[src/rtl/instr_fetch_seq.sv]
// Instruction fetch/dispatch sequencer.
// Fetches 16-bit words from a synchronous program ROM and dispatches them on
// fullBitNum. It waits for the executors' done handshake, advances pc, then
// clears the instruction register so every opcode-matching executor drops
// back to idle before the next dispatch.
module instr_fetch_seq #(
  parameter int         PC_W    = 8,
  parameter int         TIMEOUT = 15,
  parameter logic [3:0] HALT_OP = 4'hF
) (
  input  logic            clk,
  input  logic            rst,
  input  logic            run,
  output logic            mem_rd,
  output logic [PC_W-1:0] mem_addr,
  input  logic [15:0]     mem_data,
  output logic [15:0]     fullBitNum,
  output logic            instr_valid,
  input  logic            PC_inc,
  input  logic            done,
  output logic [PC_W-1:0] pc,
  output logic            halt,
  output logic            fault
);

  localparam logic [2:0] S_IDLE   = 3'd0;
  localparam logic [2:0] S_ADDR   = 3'd1;
  localparam logic [2:0] S_LATCH  = 3'd2;
  localparam logic [2:0] S_EXEC   = 3'd3;
  localparam logic [2:0] S_RETIRE = 3'd4;
  localparam logic [2:0] S_HALT   = 3'd5;
  localparam logic [2:0] S_FAULT  = 3'd6;

  // Counter wide enough to hold TIMEOUT itself; the fault fires on reaching it.
  localparam int               CNT_W  = $clog2(TIMEOUT + 1);
  localparam logic [CNT_W-1:0] TO_VAL = CNT_W'(TIMEOUT);

  logic [2:0]       state;
  logic [CNT_W-1:0] exec_cnt;
  logic [CNT_W-1:0] cnt_nxt;
  logic             inc_seen;

  // ROM is addressed straight from pc; only the read strobe is sequenced.
  assign mem_addr = pc;
  assign cnt_nxt  = exec_cnt + 1'b1;

  // Sequencer FSM; every output except mem_addr is registered here.
  always_ff @(posedge clk or negedge rst) begin
    if (!rst) begin
      state       <= S_IDLE;
      pc          <= '0;
      fullBitNum  <= '0;
      instr_valid <= 1'b0;
      mem_rd      <= 1'b0;
      halt        <= 1'b0;
      fault       <= 1'b0;
      exec_cnt    <= '0;
      inc_seen    <= 1'b0;
    end else begin
      // Read strobe is a single-cycle pulse, raised only on entry to ADDR.
      mem_rd <= 1'b0;
      case (state)
        S_IDLE: begin
          if (run) begin
            state  <= S_ADDR;
            mem_rd <= 1'b1;
          end
        end
        S_ADDR: state <= S_LATCH;
        S_LATCH: begin
          fullBitNum <= mem_data;
          if (mem_data[15:12] == HALT_OP) begin
            // HALT word is shown but never marked valid; no executor claims it.
            state <= S_HALT;
            halt  <= 1'b1;
          end else begin
            instr_valid <= 1'b1;
            exec_cnt    <= '0;
            inc_seen    <= 1'b0;
            state       <= S_EXEC;
          end
        end
        S_EXEC: begin
          exec_cnt <= cnt_nxt;
          // Only the first PC_inc of an instruction advances pc.
          if (PC_inc && !inc_seen) begin
            pc       <= pc + 1'b1;
            inc_seen <= 1'b1;
          end
          if (done) begin
            state <= S_RETIRE;
          end else if (cnt_nxt == TO_VAL) begin
            state       <= S_FAULT;
            fault       <= 1'b1;
            fullBitNum  <= '0;
            instr_valid <= 1'b0;
          end
        end
        S_RETIRE: begin
          // Clearing the word forces every executor back to idle; a done
          // still held high here is simply not looked at.
          fullBitNum  <= '0;
          instr_valid <= 1'b0;
          if (!inc_seen) pc <= pc + 1'b1;
          if (run) begin
            state  <= S_ADDR;
            mem_rd <= 1'b1;
          end else begin
            state <= S_IDLE;
          end
        end
        S_HALT:  state <= S_HALT;
        S_FAULT: state <= S_FAULT;
        default: state <= S_IDLE;
      endcase
    end
  end

endmodule
[config.mk]
export PLATFORM = sky130hd
export DESIGN_NAME = instr_fetch_seq
export DESIGN_NICKNAME = d
export VERILOG_FILES = /design/src/rtl/instr_fetch_seq.sv
export SDC_FILE = /design/constraint.sdc
export NUM_CORES = 1
export LEC_CHECK = 0
export BUFFER_PORTS_ARGS = -buffer_cell sky130_fd_sc_hd__buf_2
export CORE_ASPECT_RATIO = 1.25
export CORE_MARGIN = 4
export CORE_UTILIZATION = 35
export CTS_CLUSTER_SIZE = 16
export DETAILED_ROUTE_END_ITERATION = 6
export HOLD_SLACK_MARGIN = 0.15
export PLACE_DENSITY = 0.64
export SLEW_MARGIN = 20
export SYNTH_ARGS = -nofsm -noshare
export SYNTH_HDL_FRONTEND = slang
export SYNTH_SLANG_ARGS = --single-unit
export TNS_END_PERCENT = 10
[constraint.sdc]
create_clock -name clk -period 2.25 [get_ports clk]
set_input_delay 0.5625 -clock clk [delete_from_list [all_inputs] [get_ports clk]]
set_output_delay 0.5625 -clock clk [all_outputs]
set_load 0.01 [all_outputs]
* Word level (Yosys, flattened, before mapping)
Cells that the tools add are included.
** Word-level totals
- ROM bits :: 0
- Memories kept :: 0
- Bits in latches :: 0
- Output and inout port bits :: 36
- Word-level logic and storage cells :: 65
- Memory bits (writable) :: 0
- Bits in registers :: 36
** Cells by class
- Shifts and indexed selects :: 0
- $mul :: 0
- Multiplexer cells :: 23
- Bitwise logic cells :: 1
- Div/mod/pow operators :: 0
- Equality and inequality tests :: 15
- Order comparisons :: 0
- Add/subtract/negate cells :: 2
- Reductions and logical operators :: 15
** Operator list (count)
- case mux 16 bit (3 select lines) :: 1
- 2-to-1 mux 16 bit :: 2
- case mux 3 bit (7 select lines) :: 1
- 2-to-1 mux 8 bit :: 2
- case mux 8 bit (2 select lines) :: 1
- 2-to-1 mux 3 bit :: 4
- != test 2 bit, second input constant :: 6
- AND reduction 3 bit :: 4
- equality test 3 bit, second input constant :: 3
- adder 8 x 1 -> 8 bit, second input constant :: 1
- equality test 4 bit, second input constant :: 2
- 2-to-1 mux 1 bit :: 8
- case mux 4 bit (2 select lines) :: 1
- equality test 3 x 2 -> 1 bit, second input constant :: 2
- AND reduction 2 bit :: 3
- adder 4 x 1 -> 4 bit, second input constant :: 1
- 2-to-1 mux 4 bit :: 1
- AND reduction 4 bit :: 1
- nonzero test 2 bit :: 2
- equality test 3 x 1 -> 1 bit, second input constant :: 1
- logical NOT 3 bit :: 1
- != test 3 bit, second input constant :: 1
- case mux 1 bit (3 select lines) :: 1
- nonzero test 3 bit :: 1
- other kinds (5) :: 5

* Logic depth before layout (Yosys ltp)
Gate-level depths: netlist of the first run.
- Depth after elaboration :: 5
- Mapped depth :: 7

* Worst setup path after synthesis of the first run
Ideal clock, no wire load.
- Path type :: reg-to-reg
- Start point :: register exec_cnt[0]
- End point :: register fullBitNum[0]
- Arrival time :: 1.664 ns
- Setup slack :: 0.460 ns
- Period minus slack after synthesis :: 1.790 ns
- Stages on the path, launching flop included :: 7
- Required time :: 2.124 ns
- Cells stage by stage :: dfrtp_1 ha_1 and2b_2 nand2_2 o221a_4 buf_6 a221o_1
** Between the ends
- Cells in the longest elaborated chain, start to end :: 4
** RTL lines
- start: declaration :: RTL line 39 : logic [CNT_W-1:0] exec_cnt;
- start signal: assignment :: RTL line 84 : exec_cnt <= cnt_nxt;
- adder 4 x 1 -> 4 bit :: RTL line 45 : assign cnt_nxt = exec_cnt + 1'b1;
- equality test 4 bit :: RTL line 92 : end else if (cnt_nxt == TO_VAL) begin
- != test 2 bit (no line)
- AND reduction 3 bit (no line)
- end signal: assignment :: RTL line 71 : fullBitNum <= mem_data;
- end: declaration :: RTL line 17 : output logic [15:0] fullBitNum,
No other way between the ends.
A chain may end at the register's enable or synchronous reset.

* Worst setup path after layout of the first run
- Start point :: register state[0]
- End point :: register pc[1] (netlist: mem_addr[1])
** Between the ends
- Cells in the longest elaborated chain, start to end :: 3
- Elaborated cells on any way between the ends :: 7
** RTL lines
- start: declaration :: RTL line 38 : logic [2:0] state;
- start signal: assignment :: RTL line 50 : state <= S_IDLE;
- start signal: assignment :: RTL line 65 : state <= S_ADDR;
- start signal: assignment :: RTL line 69 : S_ADDR: state <= S_LATCH;
- equality test 3 bit or equality test 3 x 2 -> 1 bit (tied branches) :: RTL line 62 : case (state)
- != test 2 bit (no line) or nonzero test 2 bit (tied branches)
- AND reduction 3 bit (no line)
- end signal: assignment :: RTL line 87 : pc <= pc + 1'b1;
- end signal: assignment :: RTL line 104 : if (!inc_seen) pc <= pc + 1'b1;
- end: declaration :: RTL line 21 : output logic [PC_W-1:0] pc,
Several ways; a longest one is shown, not always the timed one.

==> summary.txt, run 1 <==
Critical path
  • Top Family by Delay on Critical Path: simple AND/OR/NAND/NOR gates
  • CP max stage delay: 500 ps
  • Critical path's slowest cell: dfrtp_1
  • Worst Path Buf+Inv: 0
  • Worst-path fanout max: 18
  • Critical path class: register to register
  • Crit-path cells: nand2b_2 > o22a_4 > nor2_1 > mux2_1
  • Req. time, crit path: 2420 ps
  • CP endpoint kind: register
  • CP Data Arrival Time: approximately 2000 ps
  • Reg-to-Reg Start: state[0]$_DFFE_PN0P_
  • Startpoint types: register
  • Crit path from: state[0]$_DFFE_PN0P_

Floorplanning
  • Die ar.: about 0.0072 mm2
  • Die width: about 77 um
  • Die Ht: approximately 94 um
  • Core box area: 0.00556 mm2
  • Std-Cell Rows: 30
  • Initial Utilization: 37.0%
  • # IOs: 57

Synthesis
  • Mapped Cells: 209
  • Area leader, netlist: dfrtp_1
  • Cell area after synthesis: roughly 0.0021 mm2
  • Ranking of synthesized cells by area: dfrtp_1, a221o_1, nand2_1
  • Yosys cell types: 45
  • Post-synthesis sequential area ratio: 43.8%
  • Synth warn: 0
  • Mapped Nets: between 200 and 250
  • Average cell area after synthesis: 9.83 um2
  • Yosys reg bits: 36
  • Yosys top cell area share: 43.8%

Layout
  • Most common cell after layout, fill and taps aside: buf_2
  • Area growth syn-to-layout: 19.9%
  • FF+latch area: approximately 900 um2
  • Layout cells sized above 1: 32.3%
  • Most frequent cells in the layout: buf_2, dfrtp_1, nand2_1
  • Final nets: 283
  • Filler Cells Inserted: just under 600
  • Diode count: 0
  • Area occupied by multi-input gates: 0.00102 mm2

Drt
  • WL/cell: 14.6 um
  • 1st-iter DRT viols: 93
  • Vias per cell: 5.32
  • Routed WL: around 4700 um
  • DRC viols: 0
  • Vias: 1723
  • Drt pass-1 iters: 4
  • Antenna Violating Nets Remaining: 0

STA
  • Final setup viols: 0
  • Period utilization: 83.5%
  • Minimum clock period: 1880 ps
  • Worst-Margin Slew: 649 ps
  • Worst hold slack: 258 ps
  • RSZ-0062 raised after global routing: no
  • Slew Limit Fails: 0
  • Max Freq: 0.532 GHz
  • Final hold viol count: 0
  • Maximum clock skew at final layout: 9.76 ps
  • Relative slew slack: 56.7%
  • Final TNS setup: 0 ps

Clocking
  • Post-CTS setup buffers: 0
  • Root buf cell: clkbuf_8
  • Clock transition at the registers of the reported paths: ~80 ps
  • Htree depth: 2
  • Cts bufs inserted: 5
  • CTS max path bufs: 2
  • CTS tree: yes
  • Latest clock arrival within the worst-skew pair: 290 ps
  • Clock sink count: 36

Placed design
  • Placer Congestion: 0.802
  • Hpwl dp: 3440 um
  • IO Port Bufs: 56

Global route
  • Gr usage total: approximately 14%
  • First-pass GRT wire length: between 8000 and 9000 um
  • Largest net degree at the start of global routing: 27
  • Vias in the first global route: approximately 1700
  • Initial antenna violation count: 0
  • Gr ovfl total: 0

Status
  • Status: complete, no violations

Hold path
  • Min-delay worst type: input port to asynchronous set/reset pin

Pwr
  • PD cells: between 1500 and 2000 mW/mm2
  • Leak Pwr: 1.15 nW
  • Worst VDD drop: 0.395 mV

Job
  • Max cap viols: 0
## registers in the layout (all words and copies together), names as in the netlist
register,count
fault,1
mem_rd,1
inc_seen,1
halt,1
fullBitNum,16
instr_valid,1
mem_addr,8
state,3
exec_cnt,4
## report_power, final
part           internal [mW]  switching (mW)
clock                  0.329           0.235
sequential             0.953           0.384
combinational          0.909           0.960
total                   2.19            1.58
## Yosys cell counts
master	n
a22o_1	8
o22a_4	1
dfrtp_1	36
and3_1	17
o21ai_1	2
o221a_4	1
nor2b_1	3
nand3b_4	1
o31a_1	1
mux2_1	1
nand2b_1	2
nand4_1	1
buf_6	1
nand2_2	1
a21o_1	2
nor3_1	1
nand3_1	3
a221o_1	16
nor4_2	2
and3b_1	1
xnor2_1	1
a31oi_1	1
and2b_1	2
a22oi_1	1
buf_4	8
a21oi_1	5
and2b_2	1
ha_1	3
nor2_1	7
nor3b_1	1
a31o_2	1
inv_1	5
o21ai_0	16
inv_2	1
clkbuf_1	8
or2_1	2
nand2_1	29
a2111oi_0	1
a21boi_0	1
nand2b_2	1
a21oi_2	1
buf_2	3
o221ai_1	1
nor4b_2	2
xor2_1	6
## cells by family after synthesis
kind of cell               Yosys count  synth area share, %
and+or+nand+nor                     77                 21.5
AOI/OAI and AO/OA                   59                 22.5
DFF                                 36                 43.8
buffers and inverters               26                 6.76
xor gates and xnor gates             7                 2.98
adders and majority gates            3                 1.83
muxes                                1                0.548
## worst reg2reg max path, stage by stage (launching register included)
cell,delay (ps)
dfrtp_1,500
nand2b_2,400
o22a_4,350
nor2_1,170
mux2_1,340
## metal layers
metal	share of wire (%)	vias up	wire (um)	GRT usage [%]
met1	43	814	2060	16.9
met4	2.7	0	129	7.85
li1	-	855	-	-
met2	48	44	2270	22.5
met3	6.0	10	283	3.55
met5	0	-	0	0
## through the flow
stage                     worst slack, ps  cells  cell area, um2  util, %  total power, mW
final                                 372    324            2460     44.3             3.77
after global routing                  243    324            2460     44.3             4.10
after CTS                             166    324            2460     44.3             3.80
after detailed placement              192    316            2350     42.3             3.23
after global placement                273    316            2350     42.3             3.18
after floorplan                       460    209            2050        -             2.69
## repair_timing
action                     in CTS  in global routing
resized for setup               0                  1
setup endpoints to repair       0                  4
hold buffers                    0                  0
## path summary, 6_finish.rpt
kind                                         endpoint  cells after the start  slack, ps
max                           mem_addr[1]$_DFFE_PN0P_                      4        370
min                        fullBitNum[13]$_DFFE_PN0P_                      1        260
max reg2reg                   mem_addr[1]$_DFFE_PN0P_                      4        370
min reg2reg                          halt$_DFFE_PN0P_                      1        460
max in group asynchronous     instr_valid$_DFFE_PN0P_                      2       1470
min in group clk                     halt$_DFFE_PN0P_                      1        460
## area by class of cell
class / instances / share of cell area, %
multi-input combinational: 147 / 41.4
tap: 64 / 3.25
timing repair buffer: 63 / 13.5
clock inverter: 2 / 1.42
sequential: 36 / 36.6
inverter: 6 / 0.915
clock buffer: 6 / 2.95
(Power assumes the default switching activity.)
==> inputs of run 2 (changes only) <==
Clock period 2.25 ns to 1.9 ns, I/O delays scaled along.
==> run 2 against run 1 <==
  * Worst hold slack better by 210 ps
  * Clock-buffer cell count is 1 lower
  * Die area stayed put
  * Sequential power rose by 15%
  * Critical path depth grew 1
  * Combinational power increased by 22%
  * Critical endpoint is now fullBitNum[6]$_DFFE_PN0P_
  * Largest cell class unchanged
  * Largest power group unchanged
==> summary.txt, run 2 (synthesized netlist as in run 1, its figures left out) <==
Floorplanning
  • # IOs: 57
  • Die width: 76.5 um
  • Die ar.: ~0.0072 mm2
  • Std-Cell Rows: 30
  • Core box area: between 0.005 and 0.006 mm2
  • Initial Utilization: 37.0%
  • Die Ht: 93.7 um

Pwr
  • PD cells: 1800 mW/mm2
  • Leak Pwr: around 1.2 nW
  • Worst VDD drop: 0.487 mV
  • Total power: between 4 and 5 mW
  • Seq pwr share: between 30% and 40%
  • Comb pwr share: between 50 and 60%
  • Net Sw Frac: a little over two fifths
  • Internal cell power: between 2 and 3 mW
  • Clock power share: about 15%
  • Net switching power: 1.89 mW

STA
  • Worst hold slack: between 400 and 500 ps
  • RSZ-0062 raised after global routing: no
  • Minimum clock period: between 1500 and 2000 ps
  • Final setup viols: 0
  • Final TNS setup: 0 ps
  • Maximum clock skew at final layout: 8.45 ps
  • Worst-Margin Slew: approximately 630 ps
  • Final hold viol count: 0
  • Max Freq: 0.546 GHz
  • Period utilization: 96.3%
  • Slew Limit Fails: 0
  • Worst setup margin: 69.9 ps
  • Relative slew slack: 58.1%

Layout
  • Max FFs per register: 16
  • Area growth syn-to-layout: 21.9%
  • Post-route insts no fill: 327
  • Final nets: 286
  • Most flop-heavy register: fullBitNum
  • Layout cells sized above 1: about a third
  • Most common cell after layout, fill and taps aside: buf_2
  • Diode count: 0
  • Filler Cells Inserted: 553
  • Most frequent cells in the layout: buf_2, dfrtp_1, nand2_1

Job
  • Max cap viols: 0

Critical path
  • Critical path class: register to register
  • Startpoint types: register
  • Req. time, crit path: between 2000 and 2500 ps
  • CP max stage delay: 440 ps
  • CP endpoint kind: register
  • Crit-path cells: ha_1 > and2b_2 > nand2_2 > o221a_4 > a221o_1
  • Critical path's slowest cell: dfrtp_1
  • Worst-path fanout max: 16
  • CP Data Arrival Time: 2000 ps

Drt
  • DRC viols: 0
  • Vias: 1722
  • Antenna Violating Nets Remaining: 0
  • WL/cell: about 15 um
  • Routed WL: 4810 um
  • Drt pass-1 iters: 4
  • 1st-iter DRT viols: between 70 and 80
  • Vias per cell: 5.27

Clocking
  • Clock sink count: 36
  • Root buf cell: clkbuf_8
  • CTS max path bufs: 2
  • CTS tree: yes
  • Clock transition at the registers of the reported paths: 80 ps
  • Htree depth: 2
  • Latest clock arrival within the worst-skew pair: 290 ps
  • Cts bufs inserted: 5

Global route
  • Largest net degree at the start of global routing: 29
  • Initial antenna violation count: 0
  • Gr usage total: 14.3%
  • First-pass GRT wire length: 8290 um
  • Gr ovfl total: 0
  • Vias in the first global route: 1696

Placed design
  • Hpwl dp: 3460 um
  • Placer Congestion: 0.766
  • IO Port Bufs: 56
  • Cells after DPL: around 320
  • Dpl ws: -26.0 ps

Status
  • Status: complete, no violations

Hold path
  • Min-delay worst type: register to register
[run 2: cell types whose count changed in the layout (fill, tap and decap cells not counted), sizes merged]
| cell | change |
|---|---|
| buf | +2 |
| clkbuf | -1 |
| clkinvlp | +1 |
| dlygate4sd3 | +1 |
[run 2: final timing paths]
path | start | end | slack, ps | cells after the start
worst max-delay path | exec_cnt[0]$_DFFE_PN0P_ | fullBitNum[6]$_DFFE_PN0P_ | 70 | 5
worst min-delay path | halt$_DFFE_PN0P_ | halt$_DFFE_PN0P_ | 470 | 1
worst max register to register | exec_cnt[0]$_DFFE_PN0P_ | fullBitNum[6]$_DFFE_PN0P_ | 70 | 5
worst min register to register | halt$_DFFE_PN0P_ | halt$_DFFE_PN0P_ | 470 | 1
max in group asynchronous | rst | state[0]$_DFFE_PN0P_ | 790 | 3
min in group asynchronous | rst | fullBitNum[14]$_DFFE_PN0P_ | 650 | 2
[run 2: routing by layer]
metal  part of all wire [%]  GRT usage (%)  up-vias
met2                     50           24.0       46
met4                   0.64           4.83        0
met5                      0              0        -
met3                    5.1           3.17        2
li1                       -              -      862
met1                     44           18.1      812
[run 2: timing repair]
item                       4_1_cts  5_1_grt
setup buffers                    0        0
setup endpoints to repair       16        2
gates cloned                     0        0
resized for setup                1        1
hold endpoints to repair        17        0
hold buffers                     1        0
[run 2: cell type report]
cell class / count / area [um2] / share of cell area [%]
clock buffers: 5 / 68.8 / 2.75
clock inverters: 3 / 42.5 / 1.70
inverters: 6 / 22.5 / 0.899
multi-input cells: 147 / 1020 / 40.7
flip-flops and latches: 36 / 901 / 36.0
well taps: 64 / 80.1 / 3.20
repair buffers: 66 / 370 / 14.8
[run 2: critical path: cells and delay by family (launching register included)]
family	cells	cell delay [ps]
and+or+nand+nor	2	340
AOI/OAI and AO/OA	2	710
DFF	1	440
adders and majority gates	1	230
[run 2: through the flow]
step	cell area (um2)	util, %
after floorplan	2050	-
after global placement	2380	42.8
after detailed placement	2380	42.8
after CTS	2500	45.1
after global routing	2500	45.1
final	2500	45.1
[run 2: power by group through the flow]
stage                     sequential (mW)  clock (mW)  combinational [mW]
after global routing                 1.63       0.734                2.56
after global placement               1.54           0                2.25
after detailed placement             1.55           0                2.29
after floorplan                      1.57           0                1.62
after CTS                            1.54       0.698                2.31
final                                1.54       0.682                2.28
